`config.mk`:
```
export PLATFORM = sky130hd
export DESIGN_NAME = debug_overlay_compositor
export DESIGN_NICKNAME = d
export VERILOG_FILES = /design/src/rtl/overlay_pkg.sv /design/src/rtl/overlay_priority_enc.sv /design/src/rtl/debug_overlay_compositor.sv
export SDC_FILE = /design/constraint.sdc
export NUM_CORES = 1
export LEC_CHECK = 0
export BUFFER_PORTS_ARGS = -buffer_cell sky130_fd_sc_hd__buf_4
export CAP_MARGIN = 20
export CORE_MARGIN = 5
export CORE_UTILIZATION = 40
export CTS_CLUSTER_SIZE = 10
export DETAILED_ROUTE_END_ITERATION = 8
export PLACE_DENSITY = 0.66
export SYNTH_ARGS = -nofsm -noshare
export SYNTH_HDL_FRONTEND = slang
export SYNTH_HIERARCHICAL = 1
export SYNTH_SLANG_ARGS = --single-unit
```
`constraint.sdc`:
```
create_clock -name clk -period 3.14 [get_ports clk]
set_input_delay 0 -clock clk [delete_from_list [all_inputs] [get_ports clk]]
set_output_delay 0 -clock clk [all_outputs]
set_load 0.02 [all_outputs]
```
`src/rtl/overlay_pkg.sv`:
```
// Shared types for the debug overlay compositor.
// Holds the layer mode encodings, the per-layer config struct and the
// power-on default (white, solid) used to reproduce the old single-colour
// renderer without any configuration.
package overlay_pkg;

    // Widest colour the config struct can hold (3 channels x 8 bits).
    localparam int RGB_MAX_W = 24;

    typedef enum logic [1:0] {
        MODE_OFF   = 2'd0,
        MODE_SOLID = 2'd1,
        MODE_BLINK = 2'd2,
        MODE_RSVD  = 2'd3
    } mode_e;

    typedef struct packed {
        logic [RGB_MAX_W-1:0] rgb;
        mode_e                mode;
    } layer_cfg_t;

    localparam logic [RGB_MAX_W-1:0] WHITE_RGB = '1;

    // White limited to the bits a COLOR_W-per-channel pixel actually uses,
    // so the unused upper bits stay zero.
    function automatic layer_cfg_t default_layer_cfg(input int color_w);
        layer_cfg_t cfg;
        cfg.rgb = '0;
        for (int k = 0; k < RGB_MAX_W; k++) begin
            if (k < 3 * color_w) begin
                cfg.rgb[k] = WHITE_RGB[k];
            end
        end
        cfg.mode = MODE_SOLID;
        return cfg;
    endfunction

endpackage

```
`src/rtl/overlay_priority_enc.sv`:
```
// First-one priority encoder: returns the lowest set index of req.
// Ports:
//   req   - request vector, bit 0 has highest priority
//   idx   - index of the lowest set bit (0 when none set)
//   valid - high when any bit of req is set
module overlay_priority_enc #(
    parameter int N     = 4,
    parameter int IDX_W = (N > 1) ? $clog2(N) : 1
) (
    input  logic [N-1:0]     req,
    output logic [IDX_W-1:0] idx,
    output logic             valid
);

    // Scan from the top down so the lowest set index is the last one written.
    always_comb begin
        idx   = '0;
        valid = 1'b0;
        for (int i = N - 1; i >= 0; i--) begin
            if (req[i]) begin
                idx   = IDX_W'(i);
                valid = 1'b1;
            end
        end
    end

endmodule

```
`src/rtl/debug_overlay_compositor.sv`:
```
// Debug overlay compositor.
// Merges per-layer hit flags into one RGB pixel stream through a 2-stage
// pipeline, applying per-layer colour, priority and blink mode, and
// snapshots the debug data bus once per frame for tear-free rendering.
// Ports:
//   clk, rst         - pixel clock, synchronous active-high reset
//   x, y             - current pixel coordinate
//   hit              - per-layer hit flags for (x, y), same cycle
//   data_in          - live debug data
//   data_snap        - copy of data_in taken at the frame point
//   cfg_we/cfg_layer/cfg_rgb/cfg_mode - shadow config write port
//   frame_tick       - one-cycle pulse the cycle after the frame point
//   r, g, b          - registered pixel colour, 2 cycles after x/y/hit
module debug_overlay_compositor
    import overlay_pkg::*;
#(
    parameter int H_ACTIVE     = 640,
    parameter int V_ACTIVE     = 480,
    parameter int COORD_W      = 11,
    parameter int NUM_LAYERS   = 4,
    parameter int COLOR_W      = 3,
    parameter int DATA_W       = 176,
    parameter int BLINK_FRAMES = 30,
    parameter logic [3*COLOR_W-1:0] BG_RGB = '0,
    parameter int LAYER_W      = (NUM_LAYERS > 1) ? $clog2(NUM_LAYERS) : 1
) (
    input  logic                   clk,
    input  logic                   rst,
    input  logic [COORD_W-1:0]     x,
    input  logic [COORD_W-1:0]     y,
    input  logic [NUM_LAYERS-1:0]  hit,
    input  logic [DATA_W-1:0]      data_in,
    output logic [DATA_W-1:0]      data_snap,
    input  logic                   cfg_we,
    input  logic [LAYER_W-1:0]     cfg_layer,
    input  logic [3*COLOR_W-1:0]   cfg_rgb,
    input  logic [1:0]             cfg_mode,
    output logic                   frame_tick,
    output logic [COLOR_W-1:0]     r,
    output logic [COLOR_W-1:0]     g,
    output logic [COLOR_W-1:0]     b
);

    localparam int BLINK_W = (BLINK_FRAMES > 1) ? $clog2(BLINK_FRAMES) : 1;
    localparam layer_cfg_t DEFAULT_CFG = default_layer_cfg(COLOR_W);

    layer_cfg_t shadow_cfg [NUM_LAYERS];
    layer_cfg_t shadow_next[NUM_LAYERS];
    layer_cfg_t active_cfg [NUM_LAYERS];

    logic [BLINK_W-1:0]    blink_cnt;
    logic                  blink_phase;
    logic                  frame_pt;
    logic [NUM_LAYERS-1:0] eff_hit;
    logic [LAYER_W-1:0]    win_idx;
    logic                  win_valid;
    logic                  s1_active;
    logic [LAYER_W-1:0]    s1_idx;
    logic                  s1_valid;
    logic [3*COLOR_W-1:0]  pix_rgb;
    logic                  unused_rgb_bits;

    assign frame_pt = (x == '0) && (y == COORD_W'(V_ACTIVE));

    // Shadow config with this cycle's write applied, so a write landing on
    // the frame point is part of that commit.
    always_comb begin
        shadow_next = shadow_cfg;
        if (cfg_we && (32'(cfg_layer) < NUM_LAYERS)) begin
            shadow_next[cfg_layer].rgb  = RGB_MAX_W'(cfg_rgb);
            shadow_next[cfg_layer].mode = mode_e'(cfg_mode);
        end
    end

    // Blink-mode layers drop out during phase 1; off and reserved never hit.
    always_comb begin
        eff_hit = '0;
        for (int i = 0; i < NUM_LAYERS; i++) begin
            eff_hit[i] = hit[i] &&
                         ((active_cfg[i].mode == MODE_SOLID) ||
                          ((active_cfg[i].mode == MODE_BLINK) && !blink_phase));
        end
    end

    overlay_priority_enc #(
        .N     (NUM_LAYERS),
        .IDX_W (LAYER_W)
    ) u_prio (
        .req   (eff_hit),
        .idx   (win_idx),
        .valid (win_valid)
    );

    always_comb begin
        pix_rgb = '0;
        if (s1_active) begin
            pix_rgb = s1_valid ? active_cfg[s1_idx].rgb[3*COLOR_W-1:0] : BG_RGB;
        end
    end

    // Upper struct bits above 3*COLOR_W are always zero and never displayed.
    always_comb begin
        unused_rgb_bits = 1'b0;
        for (int i = 0; i < NUM_LAYERS; i++) begin
            unused_rgb_bits = unused_rgb_bits ^ (^active_cfg[i].rgb);
        end
    end

    always_ff @(posedge clk) begin
        if (rst) begin
            data_snap   <= '0;
            frame_tick  <= 1'b0;
            blink_cnt   <= '0;
            blink_phase <= 1'b0;
            s1_active   <= 1'b0;
            s1_idx      <= '0;
            s1_valid    <= 1'b0;
            r           <= '0;
            g           <= '0;
            b           <= '0;
            for (int i = 0; i < NUM_LAYERS; i++) begin
                shadow_cfg[i] <= DEFAULT_CFG;
                active_cfg[i] <= DEFAULT_CFG;
            end
        end else begin
            frame_tick <= frame_pt;
            shadow_cfg <= shadow_next;
            if (frame_pt) begin
                data_snap  <= data_in;
                active_cfg <= shadow_next;
                if (blink_cnt == BLINK_W'(BLINK_FRAMES - 1)) begin
                    blink_cnt   <= '0;
                    blink_phase <= ~blink_phase;
                end else begin
                    blink_cnt <= blink_cnt + 1'b1;
                end
            end
            s1_active <= (x < COORD_W'(H_ACTIVE)) && (y < COORD_W'(V_ACTIVE));
            s1_idx    <= win_idx;
            s1_valid  <= win_valid;
            {r, g, b} <= pix_rgb;
        end
    end

endmodule

```
; ---- Yosys cells after proc, flatten, opt, wreduce, memory -nomap -nowiden
; Index checks and enable logic that the tools add are counted.
[totals]
out_inout_bits = 186
inputBits = 218
ff_bits = 404
word_cells = 87
[op_classes]
muxes = 18
bitwise_logic = 5
eq_ne = 10
add_sub_neg = 1
n_lt_le_gt_ge = 5
n_reduce_logical = 21
[ops]
columns = cell, n
row1 = $bwmux 104, 2
row2 = $demux 26 s2, 2
row3 = $mux 104, 1
row4 = $bmux 26 s2, 1
row5 = $mux 26, 1
row6 = $mux 11, 2
row7 = $eq 11x9->1 const B, 1
row8 = $logic_and 1x1->1, 11
row9 = $logic_not 11->1, 1
row10 = $lt 11x10->1 const B, 1
row11 = $lt 11x9->1 const B, 1
row12 = $eq 2x1->1 const B, 4
row13 = $eq 2x2->1 const B, 4
row14 = $ge 3x3->1 const B, 2
row15 = $mux 2, 3
row16 = $not 2->3, 2
row17 = $reduce_or 3->1, 2
row18 = $add 5x1->5 const B, 1
row19 = $eq 5x5->1 const B, 1
row20 = $mux 1, 5
row21 = $mux 5, 1
row22 = $logic_or 1x1->1, 4
row23 = $lt 3x1->1 const B, 1
row24 = $not 1->1, 3
row25 = 3 further kinds, 3

; ---- Depth between registers and ports, before layout
; Gate-level depths: netlist of the first run.
[logic_depth]
word_depth = 8
ltp_mapped = 7

; ---- By module
; The synthesis of the first run kept the hierarchy.
[modules_own_cells]
columns = module, area_per_inst_um2, cells_each, n_inst, seq_area_each_um2
row1 = debug_overlay_compositor, 11770.0, 1281, 1, 5685.5
row2 = overlay_priority_enc, 35.0, 7, 1, 0.0

; ---- Worst setup path after synthesis of the first run
; Ideal clock, no wire load.
[synth_timing]
path_kind = register to register
startpoint = reg blink_cnt[0]
endpoint = reg blink_phase
n_path_buf = 0
stages_incl_launch_ff = 5
setup_time_ns = 0.121
arrival_time_ns = 1.317
slack_ns = 1.702
path_cell_list = dfxtp_1 > ha_1 > and4_1 > and4_1 > mux2_2
[synth_via]
elab_chain_len = 2
[synth_lines]
columns = element, line
row1 = from (decl), debug_overlay_compositor.sv:51  ; logic [BLINK_W-1:0] blink_cnt;
row2 = from (signal assigned), debug_overlay_compositor.sv:135  ; blink_cnt <= blink_cnt + 1'b1;
row3 = $eq 5x5->1, debug_overlay_compositor.sv:131  ; if (blink_cnt == BLINK_W'(BLINK_FRAMES - 1)) begin
row4 = $reduce_and 2->1 (no source line), --
row5 = to (signal assigned), debug_overlay_compositor.sv:133  ; blink_phase <= ~blink_phase;
row6 = to (decl), debug_overlay_compositor.sv:52  ; logic blink_phase;
; Every way passes these cells.
; A chain may end at the register's enable or synchronous reset.

; ---- Worst setup path after layout of the first run
[layout_timing]
startpoint = in x[10]
endpoint = reg data_snap[159]
[layout_via]
elab_chain_len = 2
[layout_lines]
columns = element, line
row1 = from (decl), debug_overlay_compositor.sv:29  ; input logic [COORD_W-1:0] x,
row2 = $logic_not 11->1, debug_overlay_compositor.sv:63  ; assign frame_pt = (x == '0) && (y == COORD_W'(V_ACTIVE));
row3 = $logic_and 1x1->1, debug_overlay_compositor.sv:63
row4 = to (signal assigned), debug_overlay_compositor.sv:129  ; data_snap <= data_in;
row5 = to (decl), debug_overlay_compositor.sv:33  ; output logic [DATA_W-1:0] data_snap,
; Every way passes these cells.

==> results.tsv, run 1 <==
stage	metric	value	unit
synth	Post-synth EDFFs	0	
layout	multi-input logic area	5449	um^2
clock_network	clk root buf	clkbuf_16	
critical_path	Worst EP arrival	3280	ps
global_route	grt total ovfl	0	
critical_path	Critical Path Sink Type	flip-flop	
sta	Worst-Margin Slew	903.9	ps
sta	fin. max-slew vios	0	
detailed_routing	vias per cell	5.737	
clock_network	CTS tree	done	
die	IO Count	404	
sta	final setup fails	0	
detailed_routing	1st-pass router iterations	5	
power	final total power	7.968	mW
synth	post-synth cell types	43	
global_route	first-pass GRT wire length	69350	um
sta	RSZ-0062 raised after global routing	false	
die	initial core utilization	40.80	%
layout	register area	5685	um^2
layout	fin nets	2006	
layout	fillcell total	2336	
clock_network	Max Buffers Root-to-Sink	3	
critical_path	startpoint types	primary input	
die	Die X	181.8	um
power	pwr dens	443.9	nW/um^2
sta	fin crit period	2811	ps
synth	predominant post-synthesis flop cell	dfxtp_1	
placed_design	placed wire-length estimate	25780	um
sta	f_max	355.7	MHz
layout	Layout area overhead	52.06	%
placed_design	Port-buffer cells	403	
global_route	largest net degree at the start of global routing	180	
power	maximum vdd drop	0.3608	mV
synth	#FFs+latches synth	284	
layout	layout cells sized above 1	30.14	%
synth	Synth Cell Area	11810	um^2
layout	antenna cell count	0	
clock_network	Worst-path clk slew	60	ps
run_status	outcome	completed	
global_route	vias in the first global route	12380	
global_route	initial antenna violation count	1	
sta	clk_skew	16.22	ps
detailed_routing	DR vias	12500	
layout	design area	17950	um^2
synth	Post-Syn Nets	1508	
critical_path	CP required	3610	ps
synth	synth warn	6	
synth	syn_area_per_cell	9.165	um^2
power	Pleak	6.861	nW
detailed_routing	DRC viols	0	
sta	Setup TNS	0	ps
sta	Max-slew headroom	39.74	%
die	# rows	62	
worst_hold_path	Hold Crit Class	primary input to flip-flop	
sta	Hold Vio Cnt, Final	0	
synth	area leader, netlist	dfxtp_1	
critical_path	CP max FO	16	
placed_design	placed inst area	14920	um^2
clock_network	CTS H-tree depth	2	
placed_design	RD Place Congestion	0.7895	
global_route	Total GRT Usage	25.09	%
clock_network	post_cts resized	0	
clock_network	CTS sink cnt	284	
synth	ys async rst share	0	%
synth	Seq/Total Area, Yosys	48.16	%
sta	Final Cycle Share	89.54	%
detailed_routing	routed wire length	44180	um
die	Die Ht	181.8	um
synth	top-area cell type share of the netlist area	48.16	%
synth	Mapped Cells	1288	
clock_network	latest clock arrival within the worst-skew pair	520	ps
die	Die Area	33050	um^2
die	core area	28940	um^2
synth	synth top area cells	dfxtp_1 48%, o31ai_1 11%, nand4_1 9.5%, a21oi_1 7.6%, clkbuf_1 3.6%	
job	max-cap check violation count	0	
critical_path	kind of critical path	primary input to flip-flop	
detailed_routing	routed length per placed instance	20.28	um
detailed_routing	drt initial violations	919	
clock_network	CTS Buf Count	35	
detailed_routing	number of routed nets with antenna violations	0	
[worst max-delay path, cell delays in order]
cell and delay [ps]:
dlygate4sd3_1 540, buf_4 150, nor4_1 530, and2_4 430, buf_4 240, nand4_1 110, dlygate4sd3_1 590, a21oi_1 120
dlygate4sd3_1 560
[power by group]
| group | internal (mW) | switching, mW |
|---|---|---|
| clock network | 2.17 | 1.52 |
| logic | 0.376 | 0.250 |
| registers | 3.64 | 0.0135 |
[final cells by class]
| cell class | instances | area share (%) |
|---|---|---|
| flip-flops and latches | 284 | 31.67 |
| multi-input cells | 839 | 30.35 |
| repair buffers | 623 | 29.57 |
| clock buffers | 41 | 5.172 |
| well taps | 384 | 2.677 |
| clock inverters | 5 | 0.4879 |
| inverters | 3 | 0.06273 |
[cells in the final DEF, fill, tap and decap left out, types with 3 or more instances in the layout]
cell type,netlist,routed
clkbuf_8,0,3
dfxtp_1,284,284
dlygate4sd3_1,0,201
a21oi_1,180,180
nor3b_1,6,5
clkbuf_16,0,35
nand3_1,42,42
buf_12,0,10
nor2b_1,22,22
buf_4,2,411
nor2_1,6,6
mux4_2,9,9
nand2_1,81,79
mux2_1,28,28
o21a_1,4,4
nand2b_1,11,11
nor3_1,4,4
nand4_1,180,180
or2_2,40,40
clkbuf_1,112,3
nor4_1,6,6
o31ai_1,177,177
mux2_2,18,18
[Yosys cell counts, types with 4 or more instances]
library cell / n
a21oi_1: 180
buf_1: 4
buf_2: 40
buf_6: 4
clkbuf_1: 112
dfxtp_1: 284
mux2_1: 28
mux2_2: 18
mux4_2: 9
nand2_1: 81
nand2b_1: 11
nand3_1: 42
nand4_1: 180
nor2_1: 6
nor2b_1: 22
nor3_1: 4
nor3b_1: 6
nor4_1: 6
o21a_1: 4
o31ai_1: 177
or2_2: 40
[metrics by stage]
| stage | setup WS, ps | utilization (%) | cells | hold WS (ps) |
|---|---|---|---|---|
| detailed placement | 820.9 | 51.57 | 1932 | 272.8 |
| global placement | 913.3 | 51.57 | 1932 | 264.6 |
| finish | 328.6 | 62.04 | 2179 | 67.70 |
| floorplan | 1702 | - | 1288 | 138.9 |
| global route | 164.7 | 62.04 | 2179 | 94.82 |
| CTS | 357.7 | 62.04 | 2179 | 29.20 |
[path summary, 6_finish.rpt]
| path | from | to | slack, ps | cells past startpoint |
|---|---|---|---|---|
| setup / recovery | x[10] | data_snap[159]$_SDFFE_PP0P_ | 330 | 9 |
| hold / removal | hit[2] | s1_idx[0]$_SDFF_PP0_ | 70 | 5 |
| setup reg to reg | blink_phase$_SDFFE_PP0P_ | s1_valid$_SDFF_PP0_ | 1390 | 6 |
| hold reg to reg | shadow_cfg[31]$_SDFF_PP1_ | shadow_cfg[31]$_SDFF_PP1_ | 460 | 2 |
[routing by layer]
metal  track usage, %  share of wire (%)  up-vias
met4            9.246                3.7        2
met3            6.843                8.3      116
met5                0              0.029        -
met1            31.01                 39     5985
li1                 -                  -     5816
met2            41.98                 49      582
[logic make-up after synthesis]
kind of cell,after synthesis,share of synthesized area [%]
simple gates,412,19.77
flops,284,48.16
compound gates,369,19.68
fa+ha+maj,2,0.2119
mux,56,6.190
buf+inv,165,5.988
[sequential cells by signal, summed over array words and instances (netlist names)]
register	flops
active_cfg	44
g	3
blink_cnt	5
blink_phase	1
shadow_cfg	44
data_snap	176
b	3
s1_valid	1
s1_idx	2
r	3
s1_active	1
frame_tick	1
[timing repair]
action                     CTS  global route
hold endpoints to repair   272             0
buffers inserted             0             0
setup endpoints to repair    0             0
hold buffers               201             0
(Power assumes the default switching activity.)
==> run 2, diff against run 1 <==
- CORE_UTILIZATION: 40 -> 50
- PLACE_DENSITY: 0.66 -> 0.82
==> results.tsv, run 2 (synthesis gave the netlist of run 1 again) <==
stage	metric	value	unit	change
run_status	outcome	completed		
sta	fin. max-slew vios	0		unchanged
detailed_routing	drt initial violations	2007		+120%
critical_path	max incr delay on CP	690	ps	+100 ps
die	IO Count	404		unchanged
clock_network	Worst-path clk slew	60	ps	about the same
global_route	initial antenna violation count	5		+4
die	Die X	163.7	um	-10%
detailed_routing	DR vias	13850		+11%
sta	hold_ws	36.58	ps	-31.12 ps
critical_path	slowest CP cell	or3_4		
clock_network	latest clock arrival within the worst-skew pair	500	ps	-20 ps
critical_path	CP max FO	78		+62
placed_design	Port-buffer cells	403		unchanged
critical_path	RR Startpoint	blink_phase$_SDFFE_PP0P_		
clock_network	CTS sink cnt	284		unchanged
detailed_routing	routed length per placed instance	24.23	um	+20%
global_route	first-pass GRT wire length	79230	um	+14%
die	Die Ht	163.7	um	-10%
sta	RSZ-0062 raised after global routing	false		
sta	Final Cycle Share	84.93	%	-4.6 points
layout	final core occ	78.23	%	+16 points
sta	Max-slew headroom	33.75	%	-6.0 points
detailed_routing	number of routed nets with antenna violations	0		unchanged
sta	final setup fails	0		unchanged
layout	layout cells sized above 1	29.85	%	-0.29 points
critical_path	crit-path cells	dlygate4sd3_1 > buf_4 > or3_4 > buf_4 > o31ai_1 > a21oi_1 > dlygate4sd3_1		
job	max-cap check violation count	0		unchanged
sta	Worst-Margin Slew	993.8	ps	+89.90 ps
critical_path	Reg2Reg Setup Slack	1360	ps	-30 ps
detailed_routing	vias per cell	6.401		+12%
power	Pleak	7.073	nW	+3.1%
critical_path	kind of critical path	primary input to flip-flop		
critical_path	crit-path leading delay family	buffers and inverters		
placed_design	RD Place Congestion	0.8464		+7.2%
clock_network	CTS Buf Count	34		-2.9%
worst_hold_path	Cells on Worst Hold Path	5		unchanged
die	Die Area	26780	um^2	-19%
power	pwr dens	425.5	nW/um^2	-4.1%
placed_design	placed inst area	14960	um^2	+0.28%
global_route	vias in the first global route	14190		+15%
clock_network	post_cts resized	0		unchanged
clock_network	CTS tree	done		
detailed_routing	routed wire length	52420	um	+19%
critical_path	startpoint types	primary input		
sta	Hold Vio Cnt, Final	0		unchanged
layout	fin nets	2053		+2.3%
critical_path	Bufs and invs on worst path	4		-1
worst_hold_path	Hold Crit Class	primary input to flip-flop		
die	# rows	56		-9.7%
clock_network	clk root buf	clkbuf_16		
critical_path	Worst EP arrival	3040	ps	-240 ps
sta	Setup TNS	0	ps	unchanged
sta	f_max	375.0	MHz	+5.4%
layout	top flop regs	data_snap (176), active_cfg (44), shadow_cfg (44)		
critical_path	Critical Path Sink Type	flip-flop		
clock_network	CTS H-tree depth	2		unchanged
layout	register bank with the most flops	data_snap		
layout	design area	18250	um^2	+1.7%
detailed_routing	DRC viols	0		unchanged
layout	flip-flop count of the largest register after layout	176		unchanged
global_route	largest net degree at the start of global routing	108		-40%
layout	commonest non-fill, non-tap cell in the layout	buf_4		
placed_design	placed wire-length estimate	27150	um	+5.3%
die	core area	23330	um^2	-19%
detailed_routing	1st-pass router iterations	7		+2
sta	fin crit period	2667	ps	-144.5 ps
layout	most frequent cells in the layout	422 x buf_4, 284 x dfxtp_1, 236 x dlygate4sd3_1		
critical_path	CP required	3520	ps	-90 ps
sta	clk_skew	8.455	ps	-7.763 ps
clock_network	Max Buffers Root-to-Sink	3		unchanged
global_route	grt total ovfl	0		unchanged
power	maximum vdd drop	0.2946	mV	-18%
layout	Layout area overhead	54.62	%	
worst_hold_path	HP Start	hit[3]		
worst_hold_path	Hold Path End	s1_idx[0]$_SDFF_PP0_		
die	initial core utilization	50.60	%	+9.8 points
global_route	Total GRT Usage	36.89	%	+12 points
critical_path	Reg-to-Reg End	s1_valid$_SDFF_PP0_		
critical_path	Register-to-Register Path Depth	6		unchanged
-- run 2: cell types whose count changed in the layout (fill, tap and decap cells not counted), moves of 2 or more --
cell / before / now
dlygate4sd3_1: 201 / 236
buf_12: 10 / 12
buf_4: 411 / 422
clkbuf_8: 3 / 1
diode_2: 0 / 5
inv_6: 0 / 2
-- run 2: how the worst max path moves through the flow --
stage                         startpoint                          end  cells after the start
4_1_cts                            y[10]  data_snap[110]$_SDFFE_PP0P_                      7
2_1_floorplan  blink_cnt[0]$_SDFFE_PP0P_     blink_phase$_SDFFE_PP0P_                      4
3_3_place_gp                        x[0]  data_snap[142]$_SDFFE_PP0P_                      6
5_1_grt                            y[10]   data_snap[98]$_SDFFE_PP0P_                      7
3_5_place_dp                        x[0]   data_snap[73]$_SDFFE_PP0P_                      6
6_report                           y[10]  data_snap[117]$_SDFFE_PP0P_                      7
-- run 2: per-stage QoR --
step                      worst slack (ps)  power [mW]  std cells
after floorplan                       1702       3.859       1288
final                                473.1       7.767       2163
after detailed placement             945.1       4.136       1880
after global routing                 418.3       7.958       2162
after global placement                1018       4.130       1880
after CTS                            752.2       7.716       2158
-- run 2: power by group --
part	leakage (nW)	switching [mW]	internal (mW)
registers	2.30	0.0147	3.64
logic	4.33	0.279	0.378
clock network	0.447	1.49	1.97
total	7.07	1.78	5.99
-- run 2: what timing repair did --
action                                 CTS  global route
hold buffers                           236             0
setup buffers                            0             0
endpoints found under the hold margin  268             0
-- run 2: layout make-up --
type / instances / area (um^2)
repair buffers: 671 / 5782
flip-flops and latches: 284 / 5685
well taps: 319 / 399.1
inverters: 3 / 11.26
fillers: 1307 / 5080
diodes: 5 / 12.51
clock buffers: 39 / 879.6
multi-input cells: 839 / 5449
clock inverters: 3 / 33.78
-- run 2: worst reg2reg max path, cell delays in order (launching register included) --
cell and delay (ps):
dfxtp_1 440, nor3b_1 90, o21a_1 210, nor2_1 150
dlygate4sd3_1 570, nand2_1 60, nor2b_1 120
-- run 2: metal layers --
| metal | vias to the layer above | wire (um) | part of all wire, % | global-route usage, % |
|---|---|---|---|---|
| met5 | - | 13 | 0.025 | 0 |
| met4 | 2 | 3899 | 7.4 | 23.52 |
| met3 | 327 | 6145 | 12 | 12.16 |
| met2 | 1165 | 24650 | 47 | 59.96 |
| met1 | 6430 | 17710 | 34 | 41.65 |
| li1 | 5921 | - | - | - |
==> run 3, diff against run 2 <==
- CORE_UTILIZATION: 50 -> 46
- PLACE_DENSITY: 0.82 -> 0.79
- clock period: 3.14 -> 2.25 ns (I/O delays scaled with it)
==> results.tsv, run 3 (synthesis gave the netlist of run 1 again) <==
stage	metric	value	unit	change
die	# rows	58		+3.6%
critical_path	Crit path depth	9		+2
sta	RSZ-0062 raised after global routing	false		
die	Die Area	28970	um^2	+8.2%
detailed_routing	number of routed nets with antenna violations	0		unchanged
critical_path	crit-path leading delay family	buffers and inverters		
sta	final setup fails	0		unchanged
sta	hold_ws	39.77	ps	+3.183 ps
sta	f_max	476.1	MHz	
sta	fin crit period	2100	ps	
power	Sw Share	22.93	%	about the same
clock_network	Max Buffers Root-to-Sink	3		unchanged
layout	most frequent cells in the layout	430 x buf_4, 284 x dfxtp_1, 234 x dlygate4sd3_1		
critical_path	Worst EP arrival	2550	ps	-490 ps
critical_path	slowest CP cell	dlygate4sd3_1		
power	Flop pwr share	46.1	%	-0.9 points
critical_path	CP required	2700	ps	-820 ps
placed_design	pre-CTS WS	90.48	ps	-854.6 ps
sta	Worst-Margin Slew	984.1	ps	-9.707 ps
run_status	outcome	completed		
sta	Setup TNS	0	ps	unchanged
power	Logic pwr share	8.3	%	-0.2 points
layout	flip-flop count of the largest register after layout	176		unchanged
placed_design	RD Place Congestion	0.9192		+8.6%
clock_network	CTS H-tree depth	2		unchanged
clock_network	clk root buf	clkbuf_16		
placed_design	placed inst area	15160	um^2	+1.3%
worst_hold_path	Cells on Worst Hold Path	5		unchanged
global_route	vias in the first global route	14010		-1.3%
placed_design	placed wire-length estimate	28100	um	+3.5%
critical_path	kind of critical path	primary input to flip-flop		
worst_hold_path	Hold Crit Class	primary input to flip-flop		
placed_design	placed cells	1905		+1.3%
clock_network	post-CTS setup buffers	0		unchanged
placed_design	Port-buffer cells	403		unchanged
critical_path	crit-path cells	buf_4 > nor4_2 > buf_4 > and2_4 > buf_12 > buf_12 > nand4_1 > a21oi_1 > dlygate4sd3_1		
layout	layout cells sized above 1	30.59	%	+0.73 points
power	Switch Pwr	2.533	mW	+42%
layout	fin nets	2066		+0.63%
die	Die Ht	170.2	um	+4.0%
global_route	Total GRT Usage	33.01	%	-3.9 points
clock_network	CTS Buf Count	35		+2.9%
layout	commonest non-fill, non-tap cell in the layout	buf_4		
critical_path	Bufs and invs on worst path	5		+1
sta	clk_skew	7.884	ps	-0.5708 ps
global_route	grt total ovfl	0		unchanged
die	Die X	170.2	um	+4.0%
layout	design area	18510	um^2	+1.4%
critical_path	startpoint types	primary input		
clock_network	Worst-path clk slew	60	ps	about the same
critical_path	CP max FO	33		-58%
detailed_routing	routed length per placed instance	23.15	um	-4.5%
detailed_routing	DRC viols	0		unchanged
layout	Layout area overhead	56.80	%	
detailed_routing	routed wire length	50770	um	-3.1%
sta	fin. max-slew vios	0		unchanged
critical_path	Reg2Reg Setup Slack	460	ps	-900 ps
clock_network	latest clock arrival within the worst-skew pair	510	ps	about the same
clock_network	CTS sink cnt	284		unchanged
critical_path	max incr delay on CP	600	ps	-90 ps
sta	Final Cycle Share	93.35	%	
detailed_routing	DR vias	13690		-1.1%
die	core area	25250	um^2	+8.2%
detailed_routing	drt initial violations	1834		-8.6%
sta	Max-slew headroom	34.39	%	+0.65 points
sta	Hold Vio Cnt, Final	0		unchanged
die	IO Count	404		unchanged
sta	setup ws final	149.7	ps	-323.4 ps
layout	fillcell total	1582		+21%
power	cell-internal power	8.511	mW	+42%
power	maximum vdd drop	0.5324	mV	+81%
power	Clock power frac	45.7	%	+1.2 points
power	Pleak	7.262	nW	+2.7%
detailed_routing	vias per cell	6.241		-2.5%
layout	final std cells w/o fill	2193		+1.4%
critical_path	Critical Path Sink Type	flip-flop		
die	initial core utilization	46.74	%	-3.9 points
global_route	initial antenna violation count	4		-1
detailed_routing	1st-pass router iterations	6		-1
layout	register bank with the most flops	data_snap		
job	max-cap check violation count	0		unchanged
clock_network	CTS tree	done		
global_route	largest net degree at the start of global routing	98		-9.3%
critical_path	Register-to-Register Path Depth	6		unchanged
power	pwr dens	596.6	nW/um^2	+40%
layout	top flop regs	data_snap (176), active_cfg (44), shadow_cfg (44)		
global_route	first-pass GRT wire length	77670	um	-2.0%
## run 3: final cells by class
type / instances / area, um^2 / area share, %
clock buffer: 43 / 925.9 / 5.002
timing repair buffer: 683 / 5942 / 32.10
tap: 330 / 412.9 / 2.231
multi-input combinational: 839 / 5455 / 29.47
inverter: 3 / 11.26 / 0.06084
antenna: 6 / 15.01 / 0.08111
clock inverter: 5 / 62.56 / 0.3380
sequential: 284 / 5685 / 30.72
## run 3: worst reg2reg max path, cell delays in order (launching register included)
cell,delay [ps]
dfxtp_1,360
nor3b_1,250
o21a_1,170
nand2b_1,120
a21oi_2,60
dlygate4sd3_1,550
nor2b_1,140
## run 3: worst paths after layout
check	start	end
max	x[9]	data_snap[105]$_SDFFE_PP0P_
min	y[0]	blink_cnt[1]$_SDFFE_PP0P_
max reg2reg	blink_phase$_SDFFE_PP0P_	s1_idx[0]$_SDFF_PP0_
min reg2reg	shadow_cfg[56]$_SDFF_PP1_	shadow_cfg[56]$_SDFF_PP1_
## run 3: power groups by stage
| stage | Clock (mW) | Sequential (mW) | Combinational (mW) |
|---|---|---|---|
| after global routing | 5.33 | 5.09 | 0.958 |
| after floorplan | 0 | 5.19 | 0.194 |
| final | 5.04 | 5.09 | 0.911 |
| after global placement | 0 | 5.20 | 0.572 |
| after detailed placement | 0 | 5.20 | 0.581 |
| after CTS | 5.08 | 5.09 | 0.871 |
## run 3: through the flow
step,power (mW),utilization (%)
floorplan,5.386,-
global placement,5.767,60.02
detailed placement,5.778,60.02
CTS,11.04,73.21
global route,11.38,73.28
finish,11.04,73.30
## run 3: timing repair
action	CTS	global route
gates resized for setup	0	1
endpoints found under the setup margin	0	12
hold buffers	234	0
hold endpoints to repair	266	0
## run 3: per-layer routing
layer	part of all wire [%]	routed length [um]	GRT usage [%]
met4	6.8	3458	18.96
met5	0	0	0
met2	48	24320	54.85
met1	35	17830	38.65
met3	10	5160	8.525
